$ cat config.mk
export PLATFORM = sky130hd
export DESIGN_NAME = serial_adder_flat
export DESIGN_NICKNAME = d
export VERILOG_FILES = /design/src/rtl/serial_adder_if.sv /design/src/rtl/serial_adder.sv /design/src/flat_wrapper.sv
export SDC_FILE = /design/constraint.sdc
export NUM_CORES = 1
export LEC_CHECK = 0
export BUFFER_PORTS_ARGS = -buffer_cell sky130_fd_sc_hd__buf_2
export CAP_MARGIN = 0
export CORE_UTILIZATION = 30
export DETAILED_ROUTE_END_ITERATION = 10
export HOLD_SLACK_MARGIN = 0.05
export SYNTH_ARGS = -nofsm -noshare
export SYNTH_HDL_FRONTEND = slang
export SYNTH_SLANG_ARGS = --single-unit
$ cat constraint.sdc
create_clock -name clk -period 1.83 [get_ports clk]
set_clock_uncertainty 0.15 [all_clocks]
set_input_delay 0.183 -clock clk [delete_from_list [all_inputs] [get_ports clk]]
set_output_delay 0.183 -clock clk [all_outputs]
set_load 0.05 [all_outputs]
$ cat src/rtl/serial_adder_if.sv
// Operand/result bundle between a controller (master) and serial_adder (slave).
// The sub_i mode bit exists only when SERIAL_ADDER_SUB_EN is defined.
interface serial_adder_if #(
  parameter int WIDTH = 8
);
  logic             start_i;
  logic [WIDTH-1:0] a_i;
  logic [WIDTH-1:0] b_i;
  logic             cin_i;
`ifdef SERIAL_ADDER_SUB_EN
  logic             sub_i;
`endif
  logic             busy_o;
  logic             done_o;
  logic [WIDTH-1:0] sum_o;
  logic             cout_o;

  modport master (
`ifdef SERIAL_ADDER_SUB_EN
    output sub_i,
`endif
    output start_i, a_i, b_i, cin_i,
    input  busy_o, done_o, sum_o, cout_o
  );

  modport slave (
`ifdef SERIAL_ADDER_SUB_EN
    input  sub_i,
`endif
    input  start_i, a_i, b_i, cin_i,
    output busy_o, done_o, sum_o, cout_o
  );
endinterface

$ cat src/rtl/serial_adder.sv
// Digit-serial a+b+cin over WIDTH/DIGIT cycles (done one cycle later); SERIAL_ADDER_SUB_EN adds a-b mode.
// start is only accepted in IDLE/DONE; a start during RUN is dropped, never queued.
module serial_adder #(
  parameter int WIDTH = 8,
  parameter int DIGIT = 1
) (
  input logic           clk,
  input logic           rst,
  serial_adder_if.slave bus
);
  localparam int L  = WIDTH / DIGIT;
  localparam int CW = (L > 1) ? $clog2(L) : 1;
  localparam logic [CW-1:0] LAST = CW'(L - 1);

  typedef enum logic [1:0] {
    IDLE = 2'd0,
    RUN  = 2'd1,
    DONE = 2'd2
  } state_t;

  state_t           state_q, state_d;
  logic [WIDTH-1:0] a_sr_q, a_sr_d;
  logic [WIDTH-1:0] b_sr_q, b_sr_d;
  logic [WIDTH-1:0] sum_q, sum_d;
  logic             carry_q, carry_d;
  logic             cout_q, cout_d;
  logic [CW-1:0]    cnt_q, cnt_d;
  logic [DIGIT:0]   dsum;
  logic [WIDTH-1:0] b_load;
  logic             c_load;

`ifdef SERIAL_ADDER_SUB_EN
  // Two's-complement subtract: invert b and inject the +1 through the carry.
  assign b_load = bus.sub_i ? ~bus.b_i : bus.b_i;
  assign c_load = bus.sub_i ? 1'b1 : bus.cin_i;
`else
  assign b_load = bus.b_i;
  assign c_load = bus.cin_i;
`endif

  assign dsum = {1'b0, a_sr_q[DIGIT-1:0]} + {1'b0, b_sr_q[DIGIT-1:0]}
              + {{DIGIT{1'b0}}, carry_q};

  always_comb begin
    state_d = state_q;
    a_sr_d  = a_sr_q;
    b_sr_d  = b_sr_q;
    sum_d   = sum_q;
    carry_d = carry_q;
    cout_d  = cout_q;
    cnt_d   = cnt_q;
    case (state_q)
      IDLE, DONE: begin
        if (bus.start_i) begin
          a_sr_d  = bus.a_i;
          b_sr_d  = b_load;
          carry_d = c_load;
          cnt_d   = '0;
          state_d = RUN;
        end else begin
          state_d = IDLE;
        end
      end
      RUN: begin
        a_sr_d  = a_sr_q >> DIGIT;
        b_sr_d  = b_sr_q >> DIGIT;
        // New digit enters at the MSB end so the LSB digit lands at bit 0 after L shifts.
        sum_d   = (sum_q >> DIGIT) | (WIDTH'(dsum[DIGIT-1:0]) << (WIDTH - DIGIT));
        carry_d = dsum[DIGIT];
        cnt_d   = cnt_q + CW'(1);
        if (cnt_q == LAST) begin
          cout_d  = dsum[DIGIT];
          state_d = DONE;
        end
      end
      default: state_d = IDLE;
    endcase
  end

  always_ff @(posedge clk or posedge rst) begin
    if (rst) begin
      state_q <= IDLE;
      a_sr_q  <= '0;
      b_sr_q  <= '0;
      sum_q   <= '0;
      carry_q <= 1'b0;
      cout_q  <= 1'b0;
      cnt_q   <= '0;
    end else begin
      state_q <= state_d;
      a_sr_q  <= a_sr_d;
      b_sr_q  <= b_sr_d;
      sum_q   <= sum_d;
      carry_q <= carry_d;
      cout_q  <= cout_d;
      cnt_q   <= cnt_d;
    end
  end

  assign bus.busy_o = (state_q == RUN);
  assign bus.done_o = (state_q == DONE);
  assign bus.sum_o  = sum_q;
  assign bus.cout_o = cout_q;
endmodule

$ cat src/flat_wrapper.sv
// flat-port wrapper written by rule: the top's interface ports become plain ports
module serial_adder_flat 
#(
  parameter int WIDTH = 8,
  parameter int DIGIT = 1
)
  (clk, rst, bus_start_i, bus_a_i, bus_b_i, bus_cin_i, bus_busy_o, bus_done_o, bus_sum_o, bus_cout_o);
  serial_adder_if #(.WIDTH(WIDTH)) bus_i ();
  input logic clk;
  input logic rst;
  input wire logic [$bits(bus_i.start_i)-1:0] bus_start_i;
  input wire logic [$bits(bus_i.a_i)-1:0] bus_a_i;
  input wire logic [$bits(bus_i.b_i)-1:0] bus_b_i;
  input wire logic [$bits(bus_i.cin_i)-1:0] bus_cin_i;
  output wire logic [$bits(bus_i.busy_o)-1:0] bus_busy_o;
  output wire logic [$bits(bus_i.done_o)-1:0] bus_done_o;
  output wire logic [$bits(bus_i.sum_o)-1:0] bus_sum_o;
  output wire logic [$bits(bus_i.cout_o)-1:0] bus_cout_o;
  assign bus_i.start_i = bus_start_i;
  assign bus_i.a_i = bus_a_i;
  assign bus_i.b_i = bus_b_i;
  assign bus_i.cin_i = bus_cin_i;
  assign bus_busy_o = bus_i.busy_o;
  assign bus_done_o = bus_i.done_o;
  assign bus_sum_o = bus_i.sum_o;
  assign bus_cout_o = bus_i.cout_o;
  serial_adder #(.WIDTH(WIDTH), .DIGIT(DIGIT)) u_core (.clk(clk), .rst(rst), .bus(bus_i));
endmodule
=== Word-level counts from Yosys, hierarchy flattened ===
Index checks and enable logic that the tools add are counted.

* Bits in registers: 31
* Latch bits: 0
* RAM bits: 0
* Bits in read-only memories: 0
* Input bits: 20
* Logic and storage cells: 32
* Memories: 0

* $add $sub $neg: 3
* Multipliers: 0
* Div/mod/pow operators: 0
* $lt $le $gt $ge: 0
* Eq/ne operators: 5
* Shift-type cells: 0
* Muxes and demuxes: 11
* Bitwise operators: 1
* Reduce and logical (&&, ||, !) cells: 5

{| class="wikitable"
|+ Operators by type and width
! kind !! count
|-
| $pmux W8 S2 || 2
|-
| $mux W8 || 2
|-
| $or A7 B8 Y8 || 1
|-
| $pmux W3 S2 || 1
|-
| $pmux W2 S2 || 1
|-
| $reduce_and A2 Y1 || 2
|-
| $add A3 B1 Y3 const B || 1
|-
| $eq A3 B3 Y1 const B || 1
|-
| $mux W3 || 1
|-
| $add A1 B1 Y2 || 1
|-
| $add A2 B1 Y2 || 1
|-
| $eq A2 B1 Y1 const B || 1
|-
| $eq A2 B2 Y1 const B || 1
|-
| $logic_not A2 Y1 || 1
|-
| $mux W1 || 2
|-
| $mux W2 || 1
|-
| $ne A2 B1 Y1 const B || 1
|-
| $ne A2 B2 Y1 const B || 1
|-
| $pmux W1 S2 || 1
|-
| $reduce_bool A2 Y1 || 1
|-
| $reduce_or A2 Y1 || 1
|}

=== Depth between registers and ports, before layout ===
* Word-level depth: 4
* Gate-level depth with buffers: 5
* Mapped depth without buffers: 4

=== Worst setup path before layout ===
Ideal clock, no wire load.

* Path type: register to output
* Start: reg u_core.state_q[1]
* End: out bus_done_o
* Data arrival time: 1.386 ns
* Data required time: 1.497 ns
* Slack: 0.111 ns
* Cell stages (with the launch flop): 3
* Buffers on the path: 1
* Cell sequence: dfrtp_1 > buf_2 > nor2b_1

* Longest elaborated chain between the ends: 1

{| class="wikitable"
|+ RTL lines
! what !! RTL line !! RTL
|-
| from (decl) || serial_adder.sv:21 || <nowiki>state_t state_q, state_d;</nowiki>
|-
| from (signal assigned) || serial_adder.sv:90 || <nowiki>state_q <= state_d;</nowiki>
|-
| $eq A2 B2 Y1 || serial_adder.sv:101 || <nowiki>assign bus.done_o = (state_q == DONE);</nowiki>
|-
| to (decl) || flat_wrapper.sv:16 || <nowiki>output wire logic [$bits(bus_i.done_o)-1:0] bus_done_o;</nowiki>
|}

Every way passes these cells.

=== Worst setup path in the final report ===
* Start: reg u_core.state_q[0]
* End: out bus_busy_o

* Longest elaborated chain between the ends: 1

{| class="wikitable"
|+ RTL lines
! what !! RTL line !! RTL
|-
| $eq A2 B1 Y1 || serial_adder.sv:100 || <nowiki>assign bus.busy_o = (state_q == RUN);</nowiki>
|-
| to (decl) || flat_wrapper.sv:15 || <nowiki>output wire logic [$bits(bus_i.busy_o)-1:0] bus_busy_o;</nowiki>
|}

Every way passes these cells.

==> results.md <==
- Status: complete, no violations
- Post-synthesis sequential element count: 31
- Compound-gate portion of the synthesized area: 14.6%
- Synth unique cells: 28
- Filler instances: 499
- FP Rows: 25
- Fraction of synthesized cell area taken by the top area cell type: 49.5%
- Ratio of cells with drive above 1 in the final layout: 28.6%
- Total routing usage reported by global routing: 12.7%
- Ant diodes: 0
- Crit path max-delay family: flip-flops
- Setup-violating endpoint count in the final report: 0
- Type of the worst setup path: reg -> out
- Most frequent cells after synthesis: 31 x dfrtp_1, 17 x mux2i_1, 14 x a21oi_1, 14 x nor2b_1, 13 x a211oi_1
- Multi-input logic area: 708 µm²
- Worst hold path startpoint: bus_a_i[0]
- Effective utilization at floorplan: 32.1%
- Post-Syn Instances: 135
- Insertion delay to the later sink of the worst-skew pair: 280 ps
- Number of max-cap violations: 0
- Synthesis Warnings: 0
- CTS Buffer Depth: 2
- Final number of hold-violating endpoints: 0
- FF+latch area: 776 µm²
- Die outline area: 5510 µm²
- Count of port buffers added during placement: 30
- Post-DR wirelength/cell: 12.3 µm
- Core box area: 4880 µm²
- Required time at the endpoint of the critical path: 1500 ps
- Deepest level of the CTS H-tree: 2
- Slowest stage delay, CP: 390 ps
- Width of the die: 74.3 µm
- Number of buffers added by the clock tree synthesis step: 5
- Post-synthesis async set-or-reset flop share: 100%
- Post-Route WL: 3070 µm
- Startpoint of the worst-slack reg-to-reg timing path: u_core.state_q[0]
- Dpl cell area: 1760 µm²
- Vias in the first global route: 1,082
- Layout area overhead: 27.3%
- Peak supply drop: 0.000615 V
- DRC violations left: 0
- Multiplexer fraction of the synthesized cell area: 17.6%
- CTS tree: yes
- Final HPWL DP: 1940 µm
- Setup Buffers After CTS: 0
- Relative max-transition margin: 61.8%
- First-pass GRT wire length: 5090 µm
- Last weighted congestion value of the routability-driven placer: 0.728
- Main area contributors after synthesis: dfrtp_1 50%, mux2i_1 11%, a211oi_1 6.2%
- Adder and majority gate portion of the synthesized area: 2.88%
- Average cell area after synthesis: 11.6 µm²
- Detailed Routing Iterations Pass 1: 4
- Nets: 204
- Area of the mapped netlist: 1570 µm²
- Most instantiated library cell after synthesis: dfrtp_1
- Number of DRC markers in iteration 0: 27
- I/O pins: 31
- Cts repair resizes: 0
- Clock Root Buffer: clkbuf_8
- Area share of and/or/nand/nor cells after synthesis: 9.58%
- Crit path buffers/inverters: 1
- Largest fanout on the critical path: 13
- Vias after detailed routing: 1,156
- Top_reg_cell synth: dfrtp_1
- Worst min-delay path category: in -> reg
- Die Y: 74.3 µm
- Endpoint arrival time on the critical path: 1370 ps
- Grt total ovfl: 0
- Kind of launch point of the worst setup path: flip-flop
- Maximum number of pins on one net before global-route repair: 33
- Maximum clock rate: 586 MHz
- Number of buffers added to fix hold violations after cts: 15
- Worst-path cell chain: nor2b_4 -> buf_2
- Portion of the clock cycle consumed by the worst path in the final layout: 93.3%
- Leakage component of the power: 0.870 nW
- Main combinational cell family by area after synthesis: multiplexers
- RSZ-0062 raised after global routing: false
- Clock edge transition at the registers on the reported setup and hold paths: 60 ps
- CTS sink cnt: 31
- Post-Synthesis Net Count: 158
- Initial antenna violation count: 0
- Post-synthesis xor/xnor area fraction: 0.559%
- PD cells: 1690 nW/µm²
- Number of enable flip-flop cells after synthesis: 0
- Measured slew at the worst slew-check pin: 573 ps
- CP max stage cell: dfrtp_1
- Final cell utilization of the core: 40.9%
- Antenna-violating nets left: 0
- Share of synthesized area occupied by flip-flops and latches: 49.5%
- Vias per cell: 4.64
- Min cycle time layout: 1710 ps
- Critical Path Start: u_core.state_q[0]
- Kind of end point of the critical path: output port
- Yosys top cell by area: dfrtp_1
- Post-route cell area: 1990 µm²
- Number of slew-limit violations in the final report: 0
- Total negative setup slack: 0 ps
-- layout by cell type (no fill, tap or decap), drive strengths merged, types with 2 or more instances in the layout --
master	Yosys	routed
buf	7	34
dfrtp	31	31
mux2i	17	17
dlygate4sd3	0	15
nor2b	15	15
a21oi	14	14
a211oi	13	13
mux2	9	9
clkbuf	3	7
inv	4	4
o21ai	4	4
nand3	3	3
nor2	2	2
ha	2	2
a31o	2	2
-- worst min-delay path, stage by stage --
cell	delay, ps
buf_2	90
a211oi_1	60
a21oi_1	130
-- state kept, by name (all words and copies together) (netlist names) --
name and flops:
u_core.state_q 2, u_core.a_sr_q 8, u_core.bus.cout_o 1, u_core.bus.sum_o 8, u_core.carry_q 1, u_core.cnt_q 3, u_core.b_sr_q 8
-- final cells by class --
type,instances,area share [%]
clock buffers,7,3.83
clock inverters,1,0.251
inverters,4,0.753
multi-input cells,90,35.5
flip-flops and latches,31,38.9
well taps,67,4.20
repair buffers,49,16.6
-- through the flow --
step	worst slack (ps)	hold slack (ps)	total power, mW	std cells
floorplan	111	137	2.55	135
global placement	332	134	2.83	226
detailed placement	306	139	2.86	226
CTS	91.2	59.7	3.41	249
global route	22.9	73.9	3.63	249
finish	123	79.9	3.36	249
-- final timing paths --
path | to | slack (ps) | cells after the start
min | u_core.a_sr_q[0] | 80 | 3
max reg2reg | u_core.bus.cout_o | 310 | 3
min reg2reg | u_core.bus.sum_o[0] | 350 | 1
max | bus_busy_o | 120 | 2
max in group asynchronous | u_core.bus.sum_o[0] | 870 | 4
min in group asynchronous | u_core.a_sr_q[1] | 370 | 4
-- report_power, final --
group | total, mW | internal [mW] | switching, mW
combinational | 1.59 | 0.660 | 0.932
sequential | 1.26 | 1.02 | 0.238
clock | 0.509 | 0.266 | 0.243
total | 3.36 | 1.95 | 1.41
-- cells by family (layout without fill, tap and decap cells) --
group,after synthesis,count (layout)
AO/OA/AOI/OAI,36,36
flip-flops,31,31
XOR/XNOR,1,1
buffers and inverters,14,61
AND/OR/NAND/NOR,24,24
adder cells (fa/ha/maj),3,3
multiplexers,26,26
-- layer usage --
metal / global-route usage (%) / part of all wire, % / vias to the layer above / wire [µm]
li1: - / - / 574 / -
met3: 4.20 / 4.1 / 7 / 127
met5: 0 / 0 / - / 0
met2: 19.1 / 48 / 20 / 1480
met4: 6.92 / 2.2 / 0 / 68
met1: 16.1 / 45 / 555 / 1400
Note: power is estimated with default switching activity, not from simulation.
